**src/rtl/if_pkg.sv**
```systemverilog
// Shared fetch-stage types and constants.
// Prefetch queue depth, NOP encoding and queue entry layout.
package if_pkg;
  localparam int IF_Q_DEPTH = 2;
  localparam int IF_INS_W = 32;
  localparam int IF_ADDR_W = 9;
  localparam logic [31:0] IF_NOP_INST = 32'h0000_0013;

  typedef struct packed {
    logic [IF_INS_W-1:0]  inst;
    logic [IF_ADDR_W-1:0] pc;
  } if_entry_t;
endpackage

```
**src/rtl/if_prefetch_q.sv**
```systemverilog
// 2-entry prefetch FIFO with flush; pointers wrap mod 2.
// Ports: clk_i, rst_i, push_i, pop_i, flush_i, data_i, head_o, count_o.
module if_prefetch_q
  import if_pkg::*;
#(
  parameter int W = 41
) (
  input  logic         clk_i,
  input  logic         rst_i,
  input  logic         push_i,
  input  logic         pop_i,
  input  logic         flush_i,
  input  logic [W-1:0] data_i,
  output logic [W-1:0] head_o,
  output logic [1:0]   count_o
);
  logic [W-1:0] mem_q [IF_Q_DEPTH];
  logic         wr_ptr_q, wr_ptr_d;
  logic         rd_ptr_q, rd_ptr_d;
  logic [1:0]   count_q, count_d;

  always_comb begin
    wr_ptr_d = wr_ptr_q;
    rd_ptr_d = rd_ptr_q;
    count_d  = count_q;
    if (flush_i) begin
      wr_ptr_d = 1'b0;
      rd_ptr_d = 1'b0;
      count_d  = 2'd0;
    end else begin
      if (push_i) wr_ptr_d = ~wr_ptr_q;
      if (pop_i)  rd_ptr_d = ~rd_ptr_q;
      case ({push_i, pop_i})
        2'b10:   count_d = count_q + 2'd1;
        2'b01:   count_d = count_q - 2'd1;
        default: count_d = count_q;
      endcase
    end
  end

  always_ff @(posedge clk_i) begin
    if (rst_i) begin
      wr_ptr_q <= 1'b0;
      rd_ptr_q <= 1'b0;
      count_q  <= 2'd0;
    end else begin
      wr_ptr_q <= wr_ptr_d;
      rd_ptr_q <= rd_ptr_d;
      count_q  <= count_d;
    end
  end

  // Payload needs no reset: it is only observed when count is non-zero.
  always_ff @(posedge clk_i) begin
    if (push_i && !flush_i) mem_q[wr_ptr_q] <= data_i;
  end

  assign head_o  = mem_q[rd_ptr_q];
  assign count_o = count_q;
endmodule

```
**src/rtl/if_fetch_unit.sv**
```systemverilog
// Instruction fetch: owns PC, reads imem, buffers in a 2-entry queue.
// Ports: clk, rst, imem_req/addr/rdata, stall, redirect_en/pc,
// INSTout, PCout, valid_out. Option macro: IF_BUBBLE_NOP_EN
// (invalid INSTout reads as NOP instead of zero).
module if_fetch_unit
  import if_pkg::*;
#(
  parameter int INS_ADDRESS = IF_ADDR_W,
  parameter int INS_W       = IF_INS_W
) (
  input  logic                   clk,
  input  logic                   rst,
  output logic                   imem_req,
  output logic [INS_ADDRESS-1:0] imem_addr,
  input  logic [INS_W-1:0]       imem_rdata,
  input  logic                   stall,
  input  logic                   redirect_en,
  input  logic [INS_ADDRESS-1:0] redirect_pc,
  output logic [INS_W-1:0]       INSTout,
  output logic [INS_ADDRESS-1:0] PCout,
  output logic                   valid_out
);
  typedef struct packed {
    logic [INS_W-1:0]       inst;
    logic [INS_ADDRESS-1:0] pc;
  } entry_t;

  localparam logic [INS_ADDRESS-1:0] PC_ONE = INS_ADDRESS'(1);
  localparam logic [1:0] Q_FULL = 2'(IF_Q_DEPTH);
`ifdef IF_BUBBLE_NOP_EN
  localparam logic [INS_W-1:0] BUBBLE = INS_W'(IF_NOP_INST);
`else
  localparam logic [INS_W-1:0] BUBBLE = '0;
`endif

  logic [INS_ADDRESS-1:0] fetch_pc_q, fetch_pc_d;
  logic [INS_ADDRESS-1:0] infl_pc_q;
  logic                   infl_q;
  logic                   infl_ep_q;
  logic                   epoch_q, epoch_d;

  logic [1:0] q_count;
  logic [1:0] occ;
  logic       q_push, q_pop, issue;
  entry_t     q_head, q_in;

  // Slots still owed after this cycle's pop; a new request
  // is only made if its return is guaranteed a free slot.
  assign occ   = q_count + {1'b0, infl_q} - {1'b0, q_pop};
  assign q_pop = valid_out && !stall && !redirect_en;
  assign issue = !rst && !redirect_en && (occ < Q_FULL);

  // Wrong-path returns are dropped by epoch mismatch.
  assign q_push = infl_q && (infl_ep_q == epoch_q) && !redirect_en;
  assign q_in   = '{inst: imem_rdata, pc: infl_pc_q};

  always_comb begin
    fetch_pc_d = fetch_pc_q;
    epoch_d    = epoch_q;
    if (redirect_en) begin
      fetch_pc_d = redirect_pc;
      epoch_d    = ~epoch_q;
    end else if (issue) begin
      fetch_pc_d = fetch_pc_q + PC_ONE;
    end
  end

  always_ff @(posedge clk) begin
    if (rst) begin
      fetch_pc_q <= '0;
      infl_q     <= 1'b0;
      infl_pc_q  <= '0;
      infl_ep_q  <= 1'b0;
      epoch_q    <= 1'b0;
    end else begin
      fetch_pc_q <= fetch_pc_d;
      infl_q     <= issue;
      infl_pc_q  <= fetch_pc_q;
      infl_ep_q  <= epoch_q;
      epoch_q    <= epoch_d;
    end
  end

  if_prefetch_q #(
    .W($bits(entry_t))
  ) u_q (
    .clk_i   (clk),
    .rst_i   (rst),
    .push_i  (q_push),
    .pop_i   (q_pop),
    .flush_i (redirect_en),
    .data_i  (q_in),
    .head_o  (q_head),
    .count_o (q_count)
  );

  assign imem_req  = issue;
  assign imem_addr = fetch_pc_q;
  assign valid_out = (q_count != 2'd0);
  assign PCout     = valid_out ? q_head.pc : '0;
  assign INSTout   = valid_out ? q_head.inst : BUBBLE;
endmodule

```
**config.mk**
```make
export PLATFORM = sky130hd
export DESIGN_NAME = if_fetch_unit
export DESIGN_NICKNAME = d
export VERILOG_FILES = /design/src/rtl/if_pkg.sv /design/src/rtl/if_prefetch_q.sv /design/src/rtl/if_fetch_unit.sv
export SDC_FILE = /design/constraint.sdc
export NUM_CORES = 1
export LEC_CHECK = 0
export BUFFER_PORTS_ARGS = -buffer_cell sky130_fd_sc_hd__clkbuf_2
export CAP_MARGIN = 10
export CORE_MARGIN = 4
export CORE_UTILIZATION = 53
export CTS_CLUSTER_SIZE = 16
export DETAILED_ROUTE_END_ITERATION = 12
export GPL_ROUTABILITY_DRIVEN = 0
export GPL_TIMING_DRIVEN = 0
export PLACE_DENSITY = 0.79
export SLEW_MARGIN = 20
export SYNTH_ARGS = -nofsm -noshare
export SYNTH_HDL_FRONTEND = slang
export SYNTH_SLANG_ARGS = --single-unit
```
**constraint.sdc**
```tcl
create_clock -name clk -period 4.1 [get_ports clk]
set_clock_uncertainty 0.1 [all_clocks]
set_input_delay 0.205 -clock clk [delete_from_list [all_inputs] [get_ports clk]]
set_output_delay 0.205 -clock clk [all_outputs]
set_load 0.005 [all_outputs]
```
## Word level (Yosys, flattened, before mapping)

Memories as Yosys holds them, arrays and structs flattened. A register that Yosys moved wholly into a read port is not among the register bits.
Cells that the tools add are included.

- Logic and storage cells: 44
- RAM bits: 82
- Flip-flop bits (word level): 25
- Memories: 1
- Input port bits: 45
- Output and inout port bits: 52

- Reduce and logical (&&, ||, !) cells: 14
- Add/sub/neg operators: 5
- Bitwise gates (word level): 3
- Eq/ne operators: 3
- Muxes and demuxes: 9
- Magnitude comparators: 1

Memory list:

| memory | words | bits a word | read ports | clocked after memory_dff | wr ports | RTL line | source |
|---|---|---|---|---|---|---|---|
| u_q.mem_q | 2 | 41 | 1 | 1 | 1 | if_prefetch_q.sv:17 | `logic [W-1:0] mem_q [IF_Q_DEPTH];` |

Operator list:

| cell | count |
|---|---|
| 32-bit two-way mux | 1 |
| 9-bit two-way mux | 3 |
| 9-bit by 1-bit adder with 9-bit output, second input constant | 1 |
| 1-bit logical AND | 7 |
| 2-bit nonzero test | 3 |
| 1-bit two-way mux | 4 |
| 2-bit one-hot mux with 2 select lines | 1 |
| 1-bit logical NOT | 3 |
| 1-bit NOT | 3 |
| 2-bit by 1-bit adder with 2-bit output | 1 |
| 2-bit by 1-bit adder with 2-bit output, second input constant | 1 |
| 2-bit by 1-bit == test with 1-bit output, second input constant | 1 |
| 2-bit == test, second input constant | 1 |
| 2-bit less-than comparator, second input constant | 1 |
| 2-bit OR reduction | 1 |
| 2-bit by 1-bit subtractor with 2-bit output | 1 |
| 2-bit by 1-bit subtractor with 2-bit output, second input constant | 1 |
| 1-bit == test | 1 |

## Logic depth before layout (Yosys ltp)

- Depth in word-level cells: 8
- Mapped depth: 8
- Depth with buffers taken out: 8

## By module

Synthesis repeated with hierarchy kept, for this count alone.

- Cell total of the unflattened synthesis: 292
- Area, all modules: 4341.7 um^2

Modules (own cells, without submodules):

| module | area each (um^2) | cells an instance | times used | seq. area each (um^2) |
|---|---|---|---|---|
| if_prefetch_q | 3150.5 | 148 | 1 | 2562.5 |
| if_fetch_unit | 1191.1 | 144 | 1 | 420.4 |

## Worst setup path after synthesis

OpenSTA, ideal clock, no wires.

- Kind: flip-flop to flip-flop
- From: register epoch_q
- To: memory u_q.mem_q[0][0], enable pin
- Setup time: 0.440 ns
- Data required time: 3.560 ns
- Arrival: 2.463 ns
- Setup slack: 1.098 ns
- Clock period less this slack: 3.002 ns
- Buffers on the path: 0
- Stages on the path, launching flop included: 5
- Path through: dfxtp_1 -> xnor2_1 -> and3_1 -> inv_1 -> nor2_1

- Word-level cells in the longest chain between the ends: 6

RTL lines:

| what | RTL line | source |
|---|---|---|
| from (decl) | if_fetch_unit.sv:40 | `logic epoch_q, epoch_d;` |
| from (signal assigned) | if_fetch_unit.sv:80 | `epoch_q <= epoch_d;` |
| 1-bit == test | if_fetch_unit.sv:54 | `assign q_push = infl_q && (infl_ep_q == epoch_q) && !redirect_en;` |
| 1-bit logical AND (2 in series) | if_fetch_unit.sv:54 |  |
| 1-bit logical AND | if_prefetch_q.sv:55 | `if (push_i && !flush_i) mem_q[wr_ptr_q] <= data_i;` |
| 1-bit two-way mux | if_prefetch_q.sv:55 |  |
| 1-bit two-way mux (implied by the code) | if_prefetch_q.sv:55 |  |
| to (decl) | if_prefetch_q.sv:17 |  |

Every way passes these cells.

## Final worst setup path

- From: register u_q.count_q[1] (netlist: u_q.count_o[1])
- To: output imem_req

- Word-level cells in the longest chain between the ends: 6
- Elaborated cells between the ends (all ways): 7
- Those cells by class: 2 x add/sub; 1 x order compare; 4 x reduce/logical

RTL lines:

| what | RTL line | source |
|---|---|---|
| from (decl) | if_prefetch_q.sv:20 | `logic [1:0] count_q, count_d;` |
| from (signal assigned) | if_prefetch_q.sv:49 | `count_q <= count_d;` |
| 2-bit nonzero test | if_fetch_unit.sv:99 | `assign valid_out = (q_count != 2'd0);` |
| 1-bit logical AND (2 in series) | if_fetch_unit.sv:50 | `assign q_pop = valid_out && !stall && !redirect_en;` |
| net q_pop | if_fetch_unit.sv:44 | `logic q_push, q_pop, issue;` |
| 2-bit by 1-bit subtractor with 2-bit output | if_fetch_unit.sv:49 | `assign occ = q_count + {1'b0, infl_q} - {1'b0, q_pop};` |
| 2-bit less-than comparator | if_fetch_unit.sv:51 | `assign issue = !rst && !redirect_en && (occ < Q_FULL);` |
| 1-bit logical AND | if_fetch_unit.sv:51 |  |
| to (decl) | if_fetch_unit.sv:13 | `output logic imem_req,` |

The timed path passes the listed nets, and every way through them passes these cells.

==> results by group <==
Placed design
  – DP Worst Slack: approximately 1.4 ns
  – Post-DP HPWL: ~5400 um
  – Placed cells: 488
  – I/O Buffers: 96

Floorplan
  – DIE HEIGHT: 96.8 um
  – Die width: 96.8 um
  – Die area: 9360 um^2
  – Core Area: between 7000 and 8000 um^2
  – I/O pin cnt: between 90 and 100
  – Initial Util: 54.3%
  – Core Rows: 32

Timing
  – Final setup fails: 0
  – Worst hold margin: 0.0204 ns
  – Slew Limit Fails: 0
  – Worst-margin pin slew: roughly 0.65 ns
  – Max-slew headroom: 56.6%
  – Fin crit share: 71.5%
  – Max Clk Rate: 0.341 GHz
  – Setup WS post-layout: 1.17 ns
  – Setup Total Neg Slack: 0 ns
  – RSZ-0062 raised after global routing: no
  – Final hold violations: 0
  – Period minus WS final: 2.93 ns

Yosys
  – Number of synthesized flops with an enable pin: 82
  – Post-synth ARST share: 0%
  – Sequential area share after synthesis: 71.4%
  – Post-Synthesis Cells: 288
  – Largest area contributor in the netlist: edfxtp_1
  – Top_reg_cell synth: edfxtp_1
  – Syn. warnings: 0
  – Post-synth cell types: 32
  – Mapped Avg Cell Area: roughly 14 um^2
  – Post-Syn Nets: 336
  – Flip-flop and latch count after synthesis: 108
  – Share of Yosys cell area claimed by the top area cell type: 59.0%
  – Synth area leaders: edfxtp_1, dfxtp_1, mux2i_1
  – Area of the mapped netlist: 4180 um^2

GRT
  – GRT overflow: 0
  – All-layer global routing usage: a little under a fifth
  – Initial antenna violation count: 0
  – First-pass GRT wire length: 13,800 um
  – Vias in the first global route: 2,903
  – Pin count of the biggest net entering global routing: 22

Pwr
  – Cell Pwr Density: 364 nW/um^2
  – Switch share: a little over a fifth
  – Maximum vdd drop: 0.147 mV
  – Seq pwr share: around 62%
  – Combinational share of power: 7.0%
  – Sw power: around 420 uW
  – Int Power: around 1500 uW
  – Clock power share: 30.8%
  – Pleak: 0.00201 uW

Final layout
  – Non-Filler Instances: 540
  – ANT cells: 0
  – Area Overhead vs Synth: 29.2%
  – Most frequent cells in the layout: clkbuf_2, edfxtp_1, nor2_1, mux2i_1, dlygate4sd3_1
  – Most common cell after layout, fill and taps aside: clkbuf_2
  – End-of-flow core utilization: 70.2%
  – Final nets: 481
  – Ratio of cells with drive above 1 in the final layout: between 20% and 30%

Hold path
  – Worst Hold End: imem_addr[0]
  – Hold Path Class: in2reg
  – Hold path start: redirect_pc[0]
  – WHS Path Cells: 3

Detailed routing
  – Wirelength, routed: 8350 um
  – DR WL/cell: 15.5 um
  – Number of vias per cell: around 5
  – Drt first pass iters: 4
  – Initial DRC Count: 123
  – Detailed-route via count: roughly 2,800
  – DRC: 0
  – Remaining antenna violation count: 0

Worst setup path
  – CP Capture Type: output pin
  – Crit-path slowest cell: nor2_1
  – Crit path launch type: flip-flop
  – Internal reg-to-reg setup slack: 1.35 ns
  – CP cell instances: nor2_1, nor3_1, ha_1, nor2b_1, xnor2_2, nor2_2, clkbuf_2
  – Worst r2r dst: imem_addr[8]
  – Worst r2r src: u_q.count_o[1]
  – Worst Path Required: 3.80 ns
  – Worst Reg-to-Reg Cells: 8
  – Critical path class: reg2out
  – Signal arrival time at the worst endpoint: roughly 2.6 ns
  – Crit path largest cell delay: 0.50 ns
  – CP max FO: 9

Clocking
  – Post-CTS Setup Inserts: 0
  – Num CTS Buffers: 9
  – CTS root buf: clkbuf_8
  – CTS H-Tree Depth: 3
  – Clock sink count: 108
  – Clk buf depth: 2
  – Clock transition at the registers of the reported paths: 0.10 ns
  – CTS tree: built
  – Latest clock arrival within the worst-skew pair: 0.35 ns
  – CTS resizes: 0

Outcome
  – Outcome: finished clean

Run
  – Number of max-cap violations: 0
==> cell type report <==
type,count,area (um^2)
repair buffers,134,896
clock inverters,4,30.0
flip-flops and latches,108,2980
plain buffers,14,58.8
well taps,102,128
multi-input cells,159,1120
inverters,7,26.3
fillers,538,2290
clock buffers,12,156
==> cell families (layout without fill, tap and decap cells) <==
logic type | after synthesis | count (layout) | synth area share (%)
mux | 41 | 41 | 9.83
xor+xnor | 10 | 10 | 2.46
flops | 108 | 108 | 71.4
compound gates | 19 | 19 | 3.78
fa+ha+maj | 3 | 3 | 0.899
simple gates | 86 | 86 | 9.56
buf+inv | 21 | 171 | 2.04
==> stage by stage <==
stage,area [um^2],total power [uW]
after floorplan,4180,1300
after global placement,4780,1350
after detailed placement,4850,1350
after CTS,5390,1970
after global routing,5390,2040
final,5390,1960
==> critical path, delay by kind of cell, from the launching register on <==
| kind | cells | cell delay, ns |
|---|---|---|
| simple gates | 4 | 1.24 |
| flops | 1 | 0.36 |
| fa+ha+maj | 1 | 0.31 |
| buf+inv | 1 | 0.19 |
| xor+xnor | 1 | 0.16 |
==> layer usage <==
layer | GRT usage [%] | vias to the layer above | routed length (um)
met5 | 0 | - | 0
met1 | 22.8 | 1312 | 3530
met3 | 5.19 | 13 | 441
li1 | - | 1335 | -
met4 | 5.08 | 0 | 129
met2 | 31.3 | 91 | 4250
==> synth_stat cells, drive strengths merged (4+ instances only) <==
cell / count
a211oi: 5
a311oi: 4
and3: 5
buf: 6
clkbuf: 8
dfxtp: 26
edfxtp: 82
inv: 7
mux2i: 41
nor2: 57
nor2b: 11
xnor2: 9
==> how the worst max path moves through the flow <==
stage / from / end / slack, ns / cells after the start
2_1_floorplan: epoch_q / u_q.mem_q[0][0] / 1.10 / 4
3_3_place_gp: epoch_q / u_q.mem_q[0][13] / 0.13 / 4
3_5_place_dp: u_q.count_o[1] / imem_addr[8] / 1.42 / 8
4_1_cts: u_q.count_o[1] / imem_req / 1.16 / 7
5_1_grt: u_q.count_o[1] / imem_req / 0.95 / 7
6_report: u_q.count_o[1] / imem_req / 1.17 / 7
==> what timing repair did <==
| item | 4_1_cts | 5_1_grt |
|---|---|---|
| hold buffers | 36 | 0 |
| hold endpoints to repair | 68 | 0 |
| setup endpoints to repair | 0 | 0 |
==> power by group through the flow <==
stage                     registers [uW]  logic [uW]  clock network (uW)
final                               1220         137                 606
after global routing                1220         152                 663
after CTS                           1220         137                 615
after detailed placement            1250         109                   0
after global placement              1240         101                   0
after floorplan                     1240        53.7                   0
==> flip-flops by register name, summed over array words and instances, names as in the netlist, named ones only <==
| signal | flops |
|---|---|
| epoch_q | 1 |
| u_q.count_o | 2 |
| u_q.rd_ptr_q | 1 |
| infl_ep_q | 1 |
| imem_addr | 9 |
| u_q.wr_ptr_q | 1 |
| infl_q | 1 |
| infl_pc_q | 9 |
| u_q.mem_q | 82 |
No activity file was read; power rests on OpenSTA's default activity.
